## src/rtl/tlc_timebase.sv

```systemverilog
// tlc_timebase: elapsed-cycle counter, one-second prescaler and farm-road
// sensor conditioning for the traffic light sequencer.
// Optional feature macro: TLC_DEBOUNCE_EN (defined = full debounce FSM,
// undefined = plain edge detect on the synchronized sensor).
module tlc_timebase #(
    parameter int unsigned SEC_TICKS      = 50000000,
    parameter int unsigned DEBOUNCE_TICKS = 500000
) (
    input  logic        Clk,
    input  logic        Rst,
    input  logic        RstCount,
    input  logic        FarmSensor,
    input  logic        FarmAck,
    output logic [30:0] Count,
    output logic        SecTick,
    output logic        FarmRequest,
    output logic [1:0]  DbgState
);

    localparam logic [30:0] CNT_MAX = 31'h7FFF_FFFF;

    localparam int unsigned     PRE_W    = $clog2(SEC_TICKS);
    localparam logic [PRE_W-1:0] PRE_LAST = PRE_W'(SEC_TICKS - 1);

    logic [30:0]      r_count;
    logic [PRE_W-1:0] r_pre;
    logic             r_sec_tick;
    logic             r_sync_meta;
    logic             r_sync;
    logic             r_farm_req;
    logic             w_rise;

    // Elapsed-cycle counter: clear has priority, saturate instead of wrapping
    always_ff @(posedge Clk) begin
        if (Rst) begin
            r_count <= '0;
        end else if (RstCount) begin
            r_count <= '0;
        end else if (r_count != CNT_MAX) begin
            r_count <= r_count + 31'd1;
        end
    end

    // Prescaler re-phased by the count clear so ticks align to each phase
    always_ff @(posedge Clk) begin
        if (Rst) begin
            r_pre      <= '0;
            r_sec_tick <= 1'b0;
        end else if (RstCount) begin
            r_pre      <= '0;
            r_sec_tick <= 1'b0;
        end else if (r_pre == PRE_LAST) begin
            r_pre      <= '0;
            r_sec_tick <= 1'b1;
        end else begin
            r_pre      <= r_pre + PRE_W'(1);
            r_sec_tick <= 1'b0;
        end
    end

    // Two-flop synchronizer for the asynchronous vehicle loop
    always_ff @(posedge Clk) begin
        if (Rst) begin
            r_sync_meta <= 1'b0;
            r_sync      <= 1'b0;
        end else begin
            r_sync_meta <= FarmSensor;
            r_sync      <= r_sync_meta;
        end
    end

`ifdef TLC_DEBOUNCE_EN

    localparam logic [1:0] ST_IDLE      = 2'b00;
    localparam logic [1:0] ST_RISE_WAIT = 2'b01;
    localparam logic [1:0] ST_ACTIVE    = 2'b10;
    localparam logic [1:0] ST_FALL_WAIT = 2'b11;

    localparam int unsigned      DCNT_W    = $clog2(DEBOUNCE_TICKS);
    localparam logic [DCNT_W-1:0] DCNT_LAST = DCNT_W'(DEBOUNCE_TICKS - 1);

    logic [1:0]        r_state;
    logic [DCNT_W-1:0] r_dcnt;
    logic [1:0]        w_state_nxt;
    logic [DCNT_W-1:0] w_dcnt_nxt;
    logic              w_dcnt_done;

    assign w_dcnt_done = (r_dcnt == DCNT_LAST);

    // Debounce: a level is accepted only after it holds for the full window;
    // any reversion inside a wait state falls back to the prior stable level
    always_comb begin
        w_state_nxt = r_state;
        w_dcnt_nxt  = r_dcnt;
        w_rise      = 1'b0;
        case (r_state)
            ST_IDLE: begin
                if (r_sync) begin
                    w_state_nxt = ST_RISE_WAIT;
                    w_dcnt_nxt  = '0;
                end
            end
            ST_RISE_WAIT: begin
                if (!r_sync) begin
                    w_state_nxt = ST_IDLE;
                end else if (w_dcnt_done) begin
                    w_state_nxt = ST_ACTIVE;
                    w_rise      = 1'b1;
                end else begin
                    w_dcnt_nxt = r_dcnt + DCNT_W'(1);
                end
            end
            ST_ACTIVE: begin
                if (!r_sync) begin
                    w_state_nxt = ST_FALL_WAIT;
                    w_dcnt_nxt  = '0;
                end
            end
            ST_FALL_WAIT: begin
                if (r_sync) begin
                    w_state_nxt = ST_ACTIVE;
                end else if (w_dcnt_done) begin
                    w_state_nxt = ST_IDLE;
                end else begin
                    w_dcnt_nxt = r_dcnt + DCNT_W'(1);
                end
            end
            default: begin
                w_state_nxt = ST_IDLE;
            end
        endcase
    end

    // Debounce state and window counter registers
    always_ff @(posedge Clk) begin
        if (Rst) begin
            r_state <= ST_IDLE;
            r_dcnt  <= '0;
        end else begin
            r_state <= w_state_nxt;
            r_dcnt  <= w_dcnt_nxt;
        end
    end

    assign DbgState = r_state;

`else

    logic r_sync_d;

    // Delayed copy of the synchronized sensor for rising-edge detection
    always_ff @(posedge Clk) begin
        if (Rst) begin
            r_sync_d <= 1'b0;
        end else begin
            r_sync_d <= r_sync;
        end
    end

    assign w_rise   = r_sync & ~r_sync_d;
    assign DbgState = {r_sync, 1'b0};

    // The debounce window is unused here; keep the parameter referenced so
    // both builds accept the same parameter set
    if (DEBOUNCE_TICKS < 2) begin : g_debounce_unused
    end

`endif

    // Request latch: a new vehicle wins over a simultaneous acknowledge
    always_ff @(posedge Clk) begin
        if (Rst) begin
            r_farm_req <= 1'b0;
        end else if (w_rise) begin
            r_farm_req <= 1'b1;
        end else if (FarmAck) begin
            r_farm_req <= 1'b0;
        end
    end

    assign Count       = r_count;
    assign SecTick     = r_sec_tick;
    assign FarmRequest = r_farm_req;

endmodule

```

## config.mk

```make
export PLATFORM = sky130hd
export DESIGN_NAME = tlc_timebase
export DESIGN_NICKNAME = d
export VERILOG_FILES = /design/src/rtl/tlc_timebase.sv
export SDC_FILE = /design/constraint.sdc
export NUM_CORES = 1
export LEC_CHECK = 0
export ABC_AREA = 1
export ABC_CLOCK_PERIOD_IN_PS = 2850
export BUFFER_PORTS_ARGS = -buffer_cell sky130_fd_sc_hd__buf_2
export CORE_MARGIN = 3
export CORE_UTILIZATION = 30
export DETAILED_ROUTE_END_ITERATION = 6
export PLACE_DENSITY = 0.52
export SYNTH_ARGS = -nofsm -noshare
export SYNTH_HDL_FRONTEND = slang
export SYNTH_SLANG_ARGS = --single-unit
```

## constraint.sdc

```tcl
create_clock -name Clk -period 2.85 [get_ports Clk]
set_clock_uncertainty 0.15 [all_clocks]
set_input_delay 0.1425 -clock Clk [delete_from_list [all_inputs] [get_ports Clk]]
set_output_delay 0.1425 -clock Clk [all_outputs]
set_load 0.02 [all_outputs]
```

==> Yosys cells after proc, flatten, opt, wreduce, memory -nomap -nowiden <==
Cells that the tools add are included.
{ "classes": {"add_sub_neg": 2, "eq_ne": 2, "mux": 3, "n_bitwise": 2, "n_reduce_logical": 3} }
{ "ops": {"columns": ["cell", "count"], "rows": [
  ["31-bit by 1-bit adder with 31-bit output (second input constant)", 1],
  ["31-bit != test (second input constant)", 1],
  ["26-bit by 1-bit adder with 26-bit output (second input constant)", 1],
  ["26-bit equality test (second input constant)", 1],
  ["1-bit 2-to-1 mux", 3],
  ["3-bit OR reduction", 1],
  ["2-bit nonzero test", 1],
  ["2-bit OR reduction", 1],
  ["1-bit bitwise AND", 1],
  ["1-bit NOT", 1]
]} }
{ "totals": {"register_bits": 62, "inputBits": 5, "out_inout_bits": 35, "word_cells": 19} }

==> Longest topological paths before layout <==
{ "depth": {"ltp_word": 3, "depth_mapped": 10, "mapped_depth_nobuf": 9} }

==> Worst setup path before layout <==
Ideal clock, no wire load.
{ "synth_path": {"path_kind": "reg-to-reg", "startpoint": "register r_count[0] (netlist: Count[0])", "endpoint": "register r_count[0] (netlist: Count[0])", "setup_ns": 0.121, "t_arrival_ns": 1.617, "required_time_ns": 2.579, "slack_ns": 0.962, "stages_incl_launch_ff": 10, "path_buffers": 1, "period_less_slack_ns": 1.888, "cell_sequence": "dfxtp_1 ha_1 nand3_2 inv_2 nand2_4 nor2_8 nand2_4 buf_6 nand2_1 a21oi_1"} }
{ "synth_between": {"elab_chain_cells": 1, "word_cells_on_any_way": 2, "cone_classes": "add/sub (1); eq/ne (1)"} }
{ "synth_rtl": {"columns": ["item", "line_no", "rtl"], "rows": [
  ["from (decl)", "25", "logic [30:0] r_count;"],
  ["from (signal assigned)", "40", "r_count <= r_count + 31'd1;"],
  ["31-bit by 1-bit adder with 31-bit output / 31-bit != test (equally long branches)", "40, 39", null]
]} }
Parallel ways exist; a longest one is shown, timed or not.
A chain may end at the register's enable or synchronous reset.

==> Worst setup path in the final report <==
{ "layout_path": {"startpoint": "register r_count[0] (netlist: Count[0])", "endpoint": "register r_count[11] (netlist: Count[11])"} }
Same word-level chain as after synthesis.

==> reports/summary.txt <==
clock sinks: 62
first-pass GRT wire length: 14900 um
DR vias/cell: 4.67
die outline height: 113 um
slowest CP cell: dfxtp_1
R2R depth: 9
H-tree levels: 3
most frequent cells in the layout: 164 x nand2_1, 121 x nor2_1, 66 x inv_1, 62 x dfxtp_1, 48 x nand3_1
DIE WIDTH: 113 um
final number of hold-violating endpoints: 0
Max Slew Vio Count: 0
FP Rows: 38
Max IR drop VDD: 0.233 mV
Peak Freq: 467 MHz
final wirelength: 9030 um
Clock transition at path regs: 0.05 ns
slew margin rel.: 64.3%
DR DRC count: 0
Clock Tree Root: clkbuf_16
Seq cells post-synth: 62
share of layout cells above drive strength 1: 11.2%
starting density of the core: 31.1%
HP Class: input port to flop
Mapped Nets: 555
Routed WL per cell: 12.2 um
Setup TNS: 0 ns
Slew @ Worst Pin: 0.535 ns
largest net degree at the start of global routing: 23
clock insertion delay at the later pin of the skew report: 0.33 ns
final HPWL from detailed placement: 6910 um
commonest non-fill, non-tap cell in the layout: nand2_1
Post-DRT Antenna Nets: 0
synthesized area: 3420 um^2
# setup viols final: 0
CTS buffer count: 9
Total Nets Final: 602
Tmin final: 2.14 ns
GP Congestion: 0.914
IO Count: 40
DRT iter0 DRCs: 241
CP Launch Type: flop
IO Port Bufs: 38
Core Area: 11000 um^2
GR Util All Layers: 14.7%
critical path peak fanout: 22
leakage power: 1.58 nW
fin crit share: 75.1%
Congestion Overflow GR: 0
Area Overhead vs Synth: 18.8%
Buf+Inv Stages, Crit Path: 2
CP arrival: 2.26 ns
Max Cap Viol: 0
Max Root-Sink Buffers: 2
status: finished clean
Crit Path Category: flop to flop
Mapped Cells: 548
Critical Path RT: 2.97 ns
postcts setup bufs: 0
Util after Layout: 37.0%
crit-path cells: ha_1 -> nand3_2 -> inv_2 -> nand2_4 -> nor2_8 -> nand2_4 -> inv_2 -> nor2_1 -> nor2_1
Die ar.: 12700 um^2
drt pass-1 iters: 5
Avg Cell Area, Syn: 6.24 um^2
antenna violations before repair: 0
number of global-route vias before repair: 3171
Antenna diodes: 0
Critical Path Sink Type: flop
WHS Path Cells: 5
power density of the placed cells: 487 nW/um^2
YS warnings: 0
Seq/Total Area, Yosys: 36.3%
CTS tree: built
via count: 3454
Yosys cell types: 27
Levels on crit path: 9
# fillers: 1197
Crit path max-delay family: simple AND/OR/NAND/NOR gates
Crit path largest cell delay: 0.47 ns
RSZ-0062 raised after global routing: false
==> flip-flops by register name, indices dropped and copies added (netlist names) <==
signal and count:
r_sync 1, r_sync_d 1, SecTick 1, FarmRequest 1, Count 31, r_pre 26
r_sync_meta 1
==> worst paths after layout <==
path	from	end	slack (ns)
min	RstCount	Count[18]	0.16
max reg2reg	Count[0]	Count[11]	0.71
min reg2reg	r_sync_meta	r_sync	0.25
max	Count[0]	Count[11]	0.71
==> synthesized netlist by cell type <==
library cell,n,area share (%)
or2_2,1,0.18
xor2_1,7,1.8
clkbuf_1,2,0.22
nor2_1,121,13
nor3b_1,3,0.66
o22ai_1,1,0.18
dfxtp_1,62,36
nand3_2,1,0.29
nor3_1,5,0.73
inv_2,2,0.22
inv_1,66,7.2
nand3b_1,4,0.88
xnor2_1,15,3.8
nand2_4,2,0.66
nand4_1,7,1.3
nand2_1,164,18
nand3_1,48,7.0
conb_1,1,0.11
a21oi_1,16,2.3
nor2_2,6,1.1
buf_4,4,0.88
o21ai_0,3,0.44
o21ai_1,1,0.15
o21bai_1,1,0.22
ha_1,2,0.73
buf_6,2,0.66
nor2_8,1,0.59
==> through the flow <==
step	total power, W	hold WS [ns]	instance area (um^2)	worst slack [ns]	instances
finish	0.00198	0.156	4060	0.710	740
global route	0.00206	0.180	4060	0.455	740
CTS	0.00200	0.155	4060	0.691	740
detailed placement	0.000933	0.206	3740	0.707	720
global placement	0.000932	0.198	3740	0.742	720
floorplan	0.000920	0.0637	3420	0.962	548
==> cell type report <==
class	instances	area, um^2	area share (%)
Clock buffer	11	233	5.73
Tap cell	140	175	4.31
Timing Repair Buffer	44	245	6.04
Multi-Input combinational cell	410	1860	45.9
Inverter	68	255	6.28
Clock inverter	5	50.0	1.23
Sequential cell	62	1240	30.6
==> cells by family after synthesis <==
group,Yosys count,synth area share (%)
buffers and inverters,76,9.22
DFF,62,36.3
xor gates and xnor gates,22,5.63
other,1,0.110
AOI/OAI and AO/OA,22,3.33
adders and majority gates,2,0.732
and+or+nand+nor,363,44.7
==> repair_timing <==
item	in CTS	in global routing
resized for setup	0	0
hold buffers	4	0
endpoints found under the hold margin	4	0
==> report_power, final <==
part           leakage, nW  total (W)  internal [W]  switching (W)
Clock                0.143    0.00106      0.000670       0.000392
Combinational        0.938  0.0000410     0.0000135      0.0000275
Sequential           0.500   0.000877      0.000873     0.00000466
Total                 1.58    0.00198       0.00156       0.000424
==> routing by layer <==
metal / global-route usage (%) / up-vias / share of wire [%]
met4: 8.41 / 0 / 2.6
met1: 18.2 / 1566 / 46
li1: - / 1786 / -
met5: 0 / - / 0
met2: 23.5 / 88 / 46
met3: 3.32 / 14 / 5.2
==> worst reg2reg max path, stage by stage, from the launching register on <==
cell	delay, ns
dfxtp_1	0.47
ha_1	0.34
nand3_2	0.18
inv_2	0.15
nand2_4	0.10
nor2_8	0.16
nand2_4	0.19
inv_2	0.20
nor2_1	0.07
nor2_1	0.07
(Power assumes the default switching activity.)
